$ cat src/rtl/mixer_multich_if.sv
// ---------------------------------------------------------------------------
// mixer_multich_if
// Groups the mixer's sample/volume/1-bit source inputs and its level, clip,
// strobe and DAC outputs into one bundle.
//   master : drives ch_l, ch_r, vol, beeper, tape_out, tape_in, mute;
//            observes level_l/r, clip_l/r, sample_strobe, dac_l/r
//   slave  : the mixer itself (opposite directions)
// ---------------------------------------------------------------------------
interface mixer_multich_if #(
    parameter int CHANNELS = 4,
    parameter int SAMPLE_W = 8,
    parameter int VOL_W    = 4,
    parameter int DAC_W    = 10
);
    logic [CHANNELS*SAMPLE_W-1:0] ch_l;
    logic [CHANNELS*SAMPLE_W-1:0] ch_r;
    logic [CHANNELS*VOL_W-1:0]    vol;
    logic                         beeper;
    logic                         tape_out;
    logic                         tape_in;
    logic                         mute;
    logic [DAC_W-1:0]             level_l;
    logic [DAC_W-1:0]             level_r;
    logic                         clip_l;
    logic                         clip_r;
    logic                         sample_strobe;
    logic                         dac_l;
    logic                         dac_r;

    modport master (
        output ch_l, ch_r, vol, beeper, tape_out, tape_in, mute,
        input  level_l, level_r, clip_l, clip_r, sample_strobe, dac_l, dac_r
    );

    modport slave (
        input  ch_l, ch_r, vol, beeper, tape_out, tape_in, mute,
        output level_l, level_r, clip_l, clip_r, sample_strobe, dac_l, dac_r
    );
endinterface

$ cat src/rtl/mixer_multich.sv
// ---------------------------------------------------------------------------
// mixer_multich
// Time-multiplexed stereo mixer for CHANNELS unsigned PCM channel pairs with
// per-channel volume, plus beeper / tape_out / tape_in contributions, driving
// two first-order sigma-delta DAC bits.
//
// One channel is accumulated per clk28 cycle (slots 0..CHANNELS-1); in slot
// CHANNELS the 1-bit sources are added, the result is saturated to DAC_W bits
// and latched with a one-cycle sample_strobe. Frame length is CHANNELS+1.
//
// Ports:
//   i_clk28 : system clock (28 MHz)
//   i_rst   : synchronous reset, active-high
//   io_mix  : mixer_multich_if.slave (samples, volumes, 1-bit sources, mute
//             in; latched levels, clip flags, strobe, DAC bits out)
// ---------------------------------------------------------------------------
module mixer_multich #(
    parameter int CHANNELS     = 4,
    parameter int SAMPLE_W     = 8,
    parameter int VOL_W        = 4,
    parameter int DAC_W        = 10,
    parameter int BEEP_LVL     = 128,
    parameter int TAPE_OUT_LVL = 32,
    parameter int TAPE_IN_LVL  = 16
) (
    input  logic             i_clk28,
    input  logic             i_rst,
    mixer_multich_if.slave   io_mix
);

    localparam int SUM_W  = SAMPLE_W + $clog2(CHANNELS) + 2;
    localparam int SLOT_W = (CHANNELS < 2) ? 1 : $clog2(CHANNELS + 1);
    localparam int PROD_W = SAMPLE_W + VOL_W;
    localparam int BIT_W  = $clog2(BEEP_LVL + TAPE_OUT_LVL + TAPE_IN_LVL + 1);
    // Final sum width: wide enough for the accumulator, the 1-bit sources and
    // the saturation threshold, plus a carry bit.
    localparam int MAX_W  = (SUM_W > BIT_W) ? ((SUM_W > DAC_W) ? SUM_W : DAC_W)
                                            : ((BIT_W > DAC_W) ? BIT_W : DAC_W);
    localparam int TOT_W  = MAX_W + 1;

    localparam logic [SLOT_W-1:0] LAST_SLOT = SLOT_W'(CHANNELS);
    localparam logic [TOT_W-1:0]  LVL_MAX   = TOT_W'({DAC_W{1'b1}});

    logic [SLOT_W-1:0]   r_slot;
    logic [SUM_W-1:0]    r_acc_l;
    logic [SUM_W-1:0]    r_acc_r;
    logic [DAC_W-1:0]    r_level_l;
    logic [DAC_W-1:0]    r_level_r;
    logic                r_clip_l;
    logic                r_clip_r;
    logic                r_strobe;
    logic [DAC_W:0]      r_sd_l;
    logic [DAC_W:0]      r_sd_r;

    logic [SAMPLE_W-1:0] w_smp_l;
    logic [SAMPLE_W-1:0] w_smp_r;
    logic [VOL_W-1:0]    w_vol;
    logic [SAMPLE_W-1:0] w_term_l;
    logic [SAMPLE_W-1:0] w_term_r;
    logic                w_last;
    logic [TOT_W-1:0]    w_bits;
    logic [TOT_W-1:0]    w_sum_l;
    logic [TOT_W-1:0]    w_sum_r;
    logic                w_over_l;
    logic                w_over_r;
    logic [DAC_W-1:0]    w_lvl_l;
    logic [DAC_W-1:0]    w_lvl_r;

    // Full-scale volume passes the sample unchanged; otherwise sample*vol/2^VOL_W.
    function automatic logic [SAMPLE_W-1:0] scale(input logic [SAMPLE_W-1:0] smp,
                                                  input logic [VOL_W-1:0]    v);
        logic [PROD_W-1:0] prod;
        prod = PROD_W'(smp) * PROD_W'(v);
        if (v == {VOL_W{1'b1}})
            return smp;
        return prod[PROD_W-1:VOL_W];
    endfunction

    // Channel select for the current slot; the latch slot selects nothing.
    always_comb begin
        w_smp_l = '0;
        w_smp_r = '0;
        w_vol   = '0;
        for (int k = 0; k < CHANNELS; k++) begin
            if (r_slot == SLOT_W'(k)) begin
                w_smp_l = io_mix.ch_l[k*SAMPLE_W +: SAMPLE_W];
                w_smp_r = io_mix.ch_r[k*SAMPLE_W +: SAMPLE_W];
                w_vol   = io_mix.vol[k*VOL_W +: VOL_W];
            end
        end
    end

    assign w_term_l = scale(w_smp_l, w_vol);
    assign w_term_r = scale(w_smp_r, w_vol);
    assign w_last   = (r_slot == LAST_SLOT);

    assign w_bits = (io_mix.beeper   ? TOT_W'(BEEP_LVL)     : '0)
                  + (io_mix.tape_out ? TOT_W'(TAPE_OUT_LVL) : '0)
                  + (io_mix.tape_in  ? TOT_W'(TAPE_IN_LVL)  : '0);

    assign w_sum_l  = TOT_W'(r_acc_l) + w_bits;
    assign w_sum_r  = TOT_W'(r_acc_r) + w_bits;
    assign w_over_l = (w_sum_l > LVL_MAX);
    assign w_over_r = (w_sum_r > LVL_MAX);

    always_comb begin
        w_lvl_l = '0;
        w_lvl_r = '0;
        if (!io_mix.mute) begin
            w_lvl_l = w_over_l ? {DAC_W{1'b1}} : w_sum_l[DAC_W-1:0];
            w_lvl_r = w_over_r ? {DAC_W{1'b1}} : w_sum_r[DAC_W-1:0];
        end
    end

    always_ff @(posedge i_clk28) begin
        if (i_rst) begin
            r_slot    <= '0;
            r_acc_l   <= '0;
            r_acc_r   <= '0;
            r_level_l <= '0;
            r_level_r <= '0;
            r_clip_l  <= 1'b0;
            r_clip_r  <= 1'b0;
            r_strobe  <= 1'b0;
            r_sd_l    <= '0;
            r_sd_r    <= '0;
        end else begin
            r_strobe <= w_last;
            if (w_last) begin
                r_slot    <= '0;
                r_acc_l   <= '0;
                r_acc_r   <= '0;
                r_level_l <= w_lvl_l;
                r_level_r <= w_lvl_r;
                r_clip_l  <= !io_mix.mute && w_over_l;
                r_clip_r  <= !io_mix.mute && w_over_r;
            end else begin
                r_slot  <= r_slot + 1'b1;
                r_acc_l <= r_acc_l + SUM_W'(w_term_l);
                r_acc_r <= r_acc_r + SUM_W'(w_term_r);
            end
            // First-order sigma-delta: the carry out of the DAC_W-bit phase
            // accumulator is the output bit, so ones-density equals level/2^DAC_W.
            r_sd_l <= {1'b0, r_sd_l[DAC_W-1:0]} + {1'b0, r_level_l};
            r_sd_r <= {1'b0, r_sd_r[DAC_W-1:0]} + {1'b0, r_level_r};
        end
    end

    assign io_mix.level_l       = r_level_l;
    assign io_mix.level_r       = r_level_r;
    assign io_mix.clip_l        = r_clip_l;
    assign io_mix.clip_r        = r_clip_r;
    assign io_mix.sample_strobe = r_strobe;
    assign io_mix.dac_l         = r_sd_l[DAC_W];
    assign io_mix.dac_r         = r_sd_r[DAC_W];

endmodule
$ cat src/flat_wrapper.sv
// flat-port wrapper written by rule: the top's interface ports become plain ports
module mixer_multich_flat 
#(
    parameter int CHANNELS     = 4,
    parameter int SAMPLE_W     = 8,
    parameter int VOL_W        = 4,
    parameter int DAC_W        = 10,
    parameter int BEEP_LVL     = 128,
    parameter int TAPE_OUT_LVL = 32,
    parameter int TAPE_IN_LVL  = 16
)
  (i_clk28, i_rst, io_mix_ch_l, io_mix_ch_r, io_mix_vol, io_mix_beeper, io_mix_tape_out, io_mix_tape_in, io_mix_mute, io_mix_level_l, io_mix_level_r, io_mix_clip_l, io_mix_clip_r, io_mix_sample_strobe, io_mix_dac_l, io_mix_dac_r);
  mixer_multich_if #(.CHANNELS(CHANNELS), .SAMPLE_W(SAMPLE_W), .VOL_W(VOL_W), .DAC_W(DAC_W)) io_mix_i ();
  input  logic i_clk28;
  input  logic i_rst;
  input wire logic [$bits(io_mix_i.ch_l)-1:0] io_mix_ch_l;
  input wire logic [$bits(io_mix_i.ch_r)-1:0] io_mix_ch_r;
  input wire logic [$bits(io_mix_i.vol)-1:0] io_mix_vol;
  input wire logic [$bits(io_mix_i.beeper)-1:0] io_mix_beeper;
  input wire logic [$bits(io_mix_i.tape_out)-1:0] io_mix_tape_out;
  input wire logic [$bits(io_mix_i.tape_in)-1:0] io_mix_tape_in;
  input wire logic [$bits(io_mix_i.mute)-1:0] io_mix_mute;
  output wire logic [$bits(io_mix_i.level_l)-1:0] io_mix_level_l;
  output wire logic [$bits(io_mix_i.level_r)-1:0] io_mix_level_r;
  output wire logic [$bits(io_mix_i.clip_l)-1:0] io_mix_clip_l;
  output wire logic [$bits(io_mix_i.clip_r)-1:0] io_mix_clip_r;
  output wire logic [$bits(io_mix_i.sample_strobe)-1:0] io_mix_sample_strobe;
  output wire logic [$bits(io_mix_i.dac_l)-1:0] io_mix_dac_l;
  output wire logic [$bits(io_mix_i.dac_r)-1:0] io_mix_dac_r;
  assign io_mix_i.ch_l = io_mix_ch_l;
  assign io_mix_i.ch_r = io_mix_ch_r;
  assign io_mix_i.vol = io_mix_vol;
  assign io_mix_i.beeper = io_mix_beeper;
  assign io_mix_i.tape_out = io_mix_tape_out;
  assign io_mix_i.tape_in = io_mix_tape_in;
  assign io_mix_i.mute = io_mix_mute;
  assign io_mix_level_l = io_mix_i.level_l;
  assign io_mix_level_r = io_mix_i.level_r;
  assign io_mix_clip_l = io_mix_i.clip_l;
  assign io_mix_clip_r = io_mix_i.clip_r;
  assign io_mix_sample_strobe = io_mix_i.sample_strobe;
  assign io_mix_dac_l = io_mix_i.dac_l;
  assign io_mix_dac_r = io_mix_i.dac_r;
  mixer_multich #(.CHANNELS(CHANNELS), .SAMPLE_W(SAMPLE_W), .VOL_W(VOL_W), .DAC_W(DAC_W), .BEEP_LVL(BEEP_LVL), .TAPE_OUT_LVL(TAPE_OUT_LVL), .TAPE_IN_LVL(TAPE_IN_LVL)) u_core (.i_clk28(i_clk28), .i_rst(i_rst), .io_mix(io_mix_i));
endmodule
$ cat config.mk
export PLATFORM = sky130hd
export DESIGN_NAME = mixer_multich_flat
export DESIGN_NICKNAME = d
export VERILOG_FILES = /design/src/rtl/mixer_multich_if.sv /design/src/rtl/mixer_multich.sv /design/src/flat_wrapper.sv
export SDC_FILE = /design/constraint.sdc
export NUM_CORES = 1
export LEC_CHECK = 0
export CORE_ASPECT_RATIO = 0.7
export CORE_MARGIN = 2
export CORE_UTILIZATION = 50
export CTS_CLUSTER_DIAMETER = 80
export DETAILED_ROUTE_END_ITERATION = 8
export HOLD_SLACK_MARGIN = 0.03
export PLACE_DENSITY = 0.88
export REMOVE_ABC_BUFFERS = 1
export SYNTH_ARGS = -nofsm -noshare
export SYNTH_HDL_FRONTEND = slang
export SYNTH_SLANG_ARGS = --single-unit
$ cat constraint.sdc
create_clock -name i_clk28 -period 6.91 [get_ports i_clk28]
set_clock_uncertainty 0.1 [all_clocks]
set_input_delay 1.382 -clock i_clk28 [delete_from_list [all_inputs] [get_ports i_clk28]]
set_output_delay 1.382 -clock i_clk28 [all_outputs]
set_load 0.05 [all_outputs]
Word-level counts from Yosys, hierarchy flattened. Cells that the tools add are included.

Flip-flop bits (word level): 72. Input port bits: 86. Output and inout bits: 25. Word-level logic and storage cells: 57.

Add/sub/neg operators: 9. Multipliers: 2. Magnitude comparators: 2. Eq/ne operators: 5. Muxes and demuxes: 24. Reductions and logical operators: 5.

Operator list (number): 8-bit 2-to-1 mux (13); 10-bit 2-to-1 mux (4); 12-bit by 13-bit adder with 13-bit output (2); 13-bit adder (2); 13-bit by 10-bit > comparator with 1-bit output (second input constant) (2); 12-bit by 8-bit adder with 12-bit output (2); 8-bit by 4-bit multiplier with 12-bit output (2); 10-bit by 10-bit adder with 11-bit output (2); 4-bit 2-to-1 mux (4); 3-bit by 2-bit equality test with 1-bit output (second input constant) (2); 6-bit 2-to-1 mux (1); 5-bit 2-to-1 mux (1); 4-bit equality test (second input constant) (1); 3-bit by 1-bit adder with 3-bit output (second input constant) (1); 3-bit by 1-bit equality test with 1-bit output (second input constant) (1); 3-bit equality test (second input constant) (1); 3-bit zero test (1); 1-bit logical AND (2); 2-bit OR reduction (1); 1-bit zero test (1); 1-bit 2-to-1 mux (1).

Depth between registers and ports, before layout.
Depth in word-level cells: 9. Depth in mapped cells: 30. Depth with buffers taken out: 29.

Worst setup path after synthesis. Ideal clock, no wire load.

Path type: input to register. From: input io_mix_vol[2]. To: register u_core.r_acc_l[10]. Setup time: 70 ps. Data arrival time: 6217 ps. Data required time: 6740 ps. Setup slack: 523 ps. Stages on the path: 25. Buffers on the path: 1. Cells stage by stage: nand2_1 > nor2_1 > a21oi_1 > o21ai_1 > a22oi_1 > clkbuf_1 > nor2_1 > fa_1 > inv_1 > fa_1 > inv_1 > ha_1 > or2_2 > a21oi_1 > nor3_2 > nor3_2 > nor2b_1 > or3_1 > a31o_1 > ha_1 > inv_1 > o21bai_1 > a21oi_1 > or3_1 > a21oi_1.

Word-level cells in the longest chain between the ends: 8. Elaborated cells on any way between the ends: 9. Those cells by class: add/sub (1); mul (1); eq/ne (1); mux (6).

RTL lines: start: declaration (RTL line flat_wrapper.sv:18) `input wire logic [$bits(io_mix_i.vol)-1:0] io_mix_vol;`; 4-bit 2-to-1 mux (*) (4 in a row) (RTL line mixer_multich.sv:85) `if (r_slot == SLOT_W'(k)) begin`; branches (longest 2 deep; another with 8-bit by 4-bit multiplier with 12-bit output); 8-bit 2-to-1 mux (*) (RTL line mixer_multich.sv:76) `return prod[PROD_W-1:VOL_W];`; 12-bit by 8-bit adder with 12-bit output (*) (RTL line mixer_multich.sv:139) `r_acc_l <= r_acc_l + SUM_W'(w_term_l);`; end signal: assignment (RTL line mixer_multich.sv:139); end: declaration (RTL line mixer_multich.sv:45) `logic [SUM_W-1:0] r_acc_l;`.

Every way passes the cells marked *. A chain may end at the register's enable or synchronous reset.

Final worst setup path.
From: input io_mix_vol[3]. To: register u_core.r_acc_r[11].

Word-level cells in the longest chain between the ends: 8. Elaborated cells on any way between the ends: 9. Those cells by class: add/sub (1); mul (1); eq/ne (1); mux (6).

RTL lines: 4-bit 2-to-1 mux (*) (4 in a row) (RTL line mixer_multich.sv:85); branches (longest 2 deep; another with 8-bit by 4-bit multiplier with 12-bit output); 8-bit 2-to-1 mux (*) (RTL line mixer_multich.sv:76); 12-bit by 8-bit adder with 12-bit output (*) (RTL line mixer_multich.sv:140) `r_acc_r <= r_acc_r + SUM_W'(w_term_r);`; end signal: assignment (RTL line mixer_multich.sv:140); end: declaration (RTL line mixer_multich.sv:46) `logic [SUM_W-1:0] r_acc_r;`.

Marked as above.

==> results.ini <==
[setup_path]
crit_arrival_ps=6780
cp_max_fo=12
r2r_cells=28
cp_common_cell=a21oi_1
start_kind=input port
critPathKind=input port to register
cp_slowest_cell=fa_1
crit_path_max_incr_delay_ps=550
required_ps=7050
endpoint_kind=register

[timing]
hold_violations=0
tns_ps=0
setup_viol=0
worst_pin_slew_ps=1230
relSlewSlack_pct=17.9
fmax_mhz=151
period_needed_ps=6640
drv_slew=0
finalCritPeriodShare_pct=96.1

[worst_hold_path]
hold_path_class=register to register
worstHoldPathCells=1

[clock_network]
cts_tree=yes
root_buffer=clkbuf_16
clk_latency_ps=340
cts_made_buffers=9
path_clk_slew_ps=50
cts_max_level=3
ctsHoldBuffers=0
cts_max_path_buffers=2
cts.sinks=72

[grt]
grt_antenna_before_repair=0
grt_max_degree=29
grt.total_usage_pct=22.2
grt_remaining_overflow=0
grt_pass1_wl_mm=24.0
grt_pass1_vias=5201

[route]
drt_pass1_iterations=4
ant_nets=0
via_per_inst=5.37
drc=0
detail_route.wl_per_cell_um=14.1
drt_iter0_drc=219
routed-via-count=5538
finalWirelength_mm=14.6

[logic_synthesis]
yosysTopAreaCell=dfxtp_1
synthArstFlopShare_pct=0
yosysMostFrequentCell=nor2_1
synth_edf_count=0
synth_area_leaders=dfxtp_1, ha_1, fa_1
yosysWarnings=0
synthFlopType=dfxtp_1
synth.distinct_cells=53
ys_seq_area_share_pct=23.4
synth.top_cell.area_share_pct=23.4
syn_avg_cell_area_um2=8.19
synthTopCellsByCount=nor2_1, ha_1, dfxtp_1
ys_seq_elements=72
syn_inst=752
syn_area_mm2=0.00616

[flow_run]
drv_cap=0

[floorplanning]
start_util_pct=51.9
io-pin-count=111
rows=33
fp.dieW_um=137
die_area_mm2=0.0132
core_mm2=0.0119
die_y_um=96.8

[final_layout]
n_antenna_cell=0
drive_above_1_share_pct=9.71
syn_to_final_growth_pct=29.1
fin_area_mm2=0.00795
nNetsFinal=1059
fin_util_pct=67.1

[power_and_ir_drop]
fin_total_pwr_w=0.00211
cellLeakagePower_nw=3.67
ir_worst_vdd_mv=0.160
p_per_area_mw_per_mm2=265

[place]
numPortBuffers=110
gp_congestion=0.825
place_area_mm2=0.00752
hpwlAfterDp_mm=11.4

[outcome]
status=complete, no violations

[layer usage]
metal / global-route usage (%) / wire length (um) / up-vias
met1: 30.2 / 6860 / 2601
met3: 4.66 / 578 / 14
met5: 0 / 0 / -
li1: - / - / 2813
met2: 36.1 / 7020 / 110
met4: 4.73 / 131 / 0
[worst max-delay path: cells and delay by family]
family / cells / cell delay, ps
adders and majority gates: 4 / 1670
AOI/OAI and AO/OA: 12 / 1620
and+or+nand+nor: 8 / 1430
buffers and inverters: 3 / 690
[registers in the layout, indices dropped and copies added (netlist names)]
register,flops
u_core.r_acc_r,12
u_core.io_mix.clip_l,1
u_core.io_mix.clip_r,1
u_core.io_mix.level_l,10
u_core.r_sd_l,11
u_core.r_sd_r,11
u_core.io_mix.level_r,10
u_core.io_mix.sample_strobe,1
u_core.r_acc_l,12
u_core.r_slot,3
[worst paths after layout]
kind / from / to / slack [ps]
setup reg to reg: u_core.r_slot[0] / u_core.r_acc_r[11] / 530
hold reg to reg: u_core.io_mix.clip_r / u_core.io_mix.clip_r / 370
hold / removal: u_core.io_mix.clip_r / u_core.io_mix.clip_r / 370
setup / recovery: io_mix_vol[3] / u_core.r_acc_r[11] / 270
[what timing repair did]
action,in CTS,in global routing
gates resized for setup,0,12
setup endpoints to repair,0,9
buffers inserted,0,2
[stage by stage]
| stage | setup WS (ps) | std cells | hold slack (ps) |
|---|---|---|---|
| after detailed placement | -189 | 1014 | 347 |
| after global placement | -22.9 | 1014 | 336 |
| after global routing | -90.3 | 1032 | 389 |
| after CTS | 169 | 1030 | 370 |
| after floorplan | 282 | 719 | 333 |
| final | 270 | 1032 | 370 |
[final cells by class]
type | instances | area [um2]
clock buffers | 11 | 253
flip-flops and latches | 72 | 1440
repair buffers | 140 | 1330
inverters | 66 | 248
fillers | 934 | 3900
well taps | 157 | 196
multi-input cells | 581 | 4380
clock inverters | 5 | 103
[cells by family (layout without fill, tap and decap cells)]
kind of cell	Yosys count	after routing	synth area share, %
and+or+nand+nor	240	240	17.5
AOI/OAI and AO/OA	188	188	21.0
adders and majority gates	103	103	24.3
buffers and inverters	99	222	6.46
DFF	72	72	23.4
xor gates and xnor gates	45	45	6.40
muxes	5	5	0.813
[report_power, final]
group | leakage [nW] | total, W | switching (W) | internal [W]
clock network | 0.172 | 0.000550 | 0.000179 | 0.000371
logic | 2.91 | 0.00107 | 0.000566 | 0.000501
registers | 0.584 | 0.000489 | 0.0000339 | 0.000455
[layout by cell type (no fill, tap or decap), types with 3 or more instances in the layout]
cell type / instances
clkdlybuf4s50_1: 110
nor2_1: 104
ha_1: 73
dfxtp_1: 72
inv_1: 66
nand2_1: 64
a21oi_1: 44
o21ai_0: 34
buf_4: 30
fa_1: 28
xnor2_1: 26
a221o_1: 20
xor2_1: 19
a21o_1: 15
or2_2: 15
a22oi_1: 14
o21bai_1: 11
o21ai_1: 10
nand2b_1: 10
nor2b_1: 10
clkbuf_16: 9
nor3_1: 8
nand3_1: 8
or3_1: 8
o21a_1: 7
and2_1: 6
a21oi_2: 6
mux2i_1: 5
o22ai_1: 3
bufinv_16: 3
No activity file was read; power rests on OpenSTA's default activity.
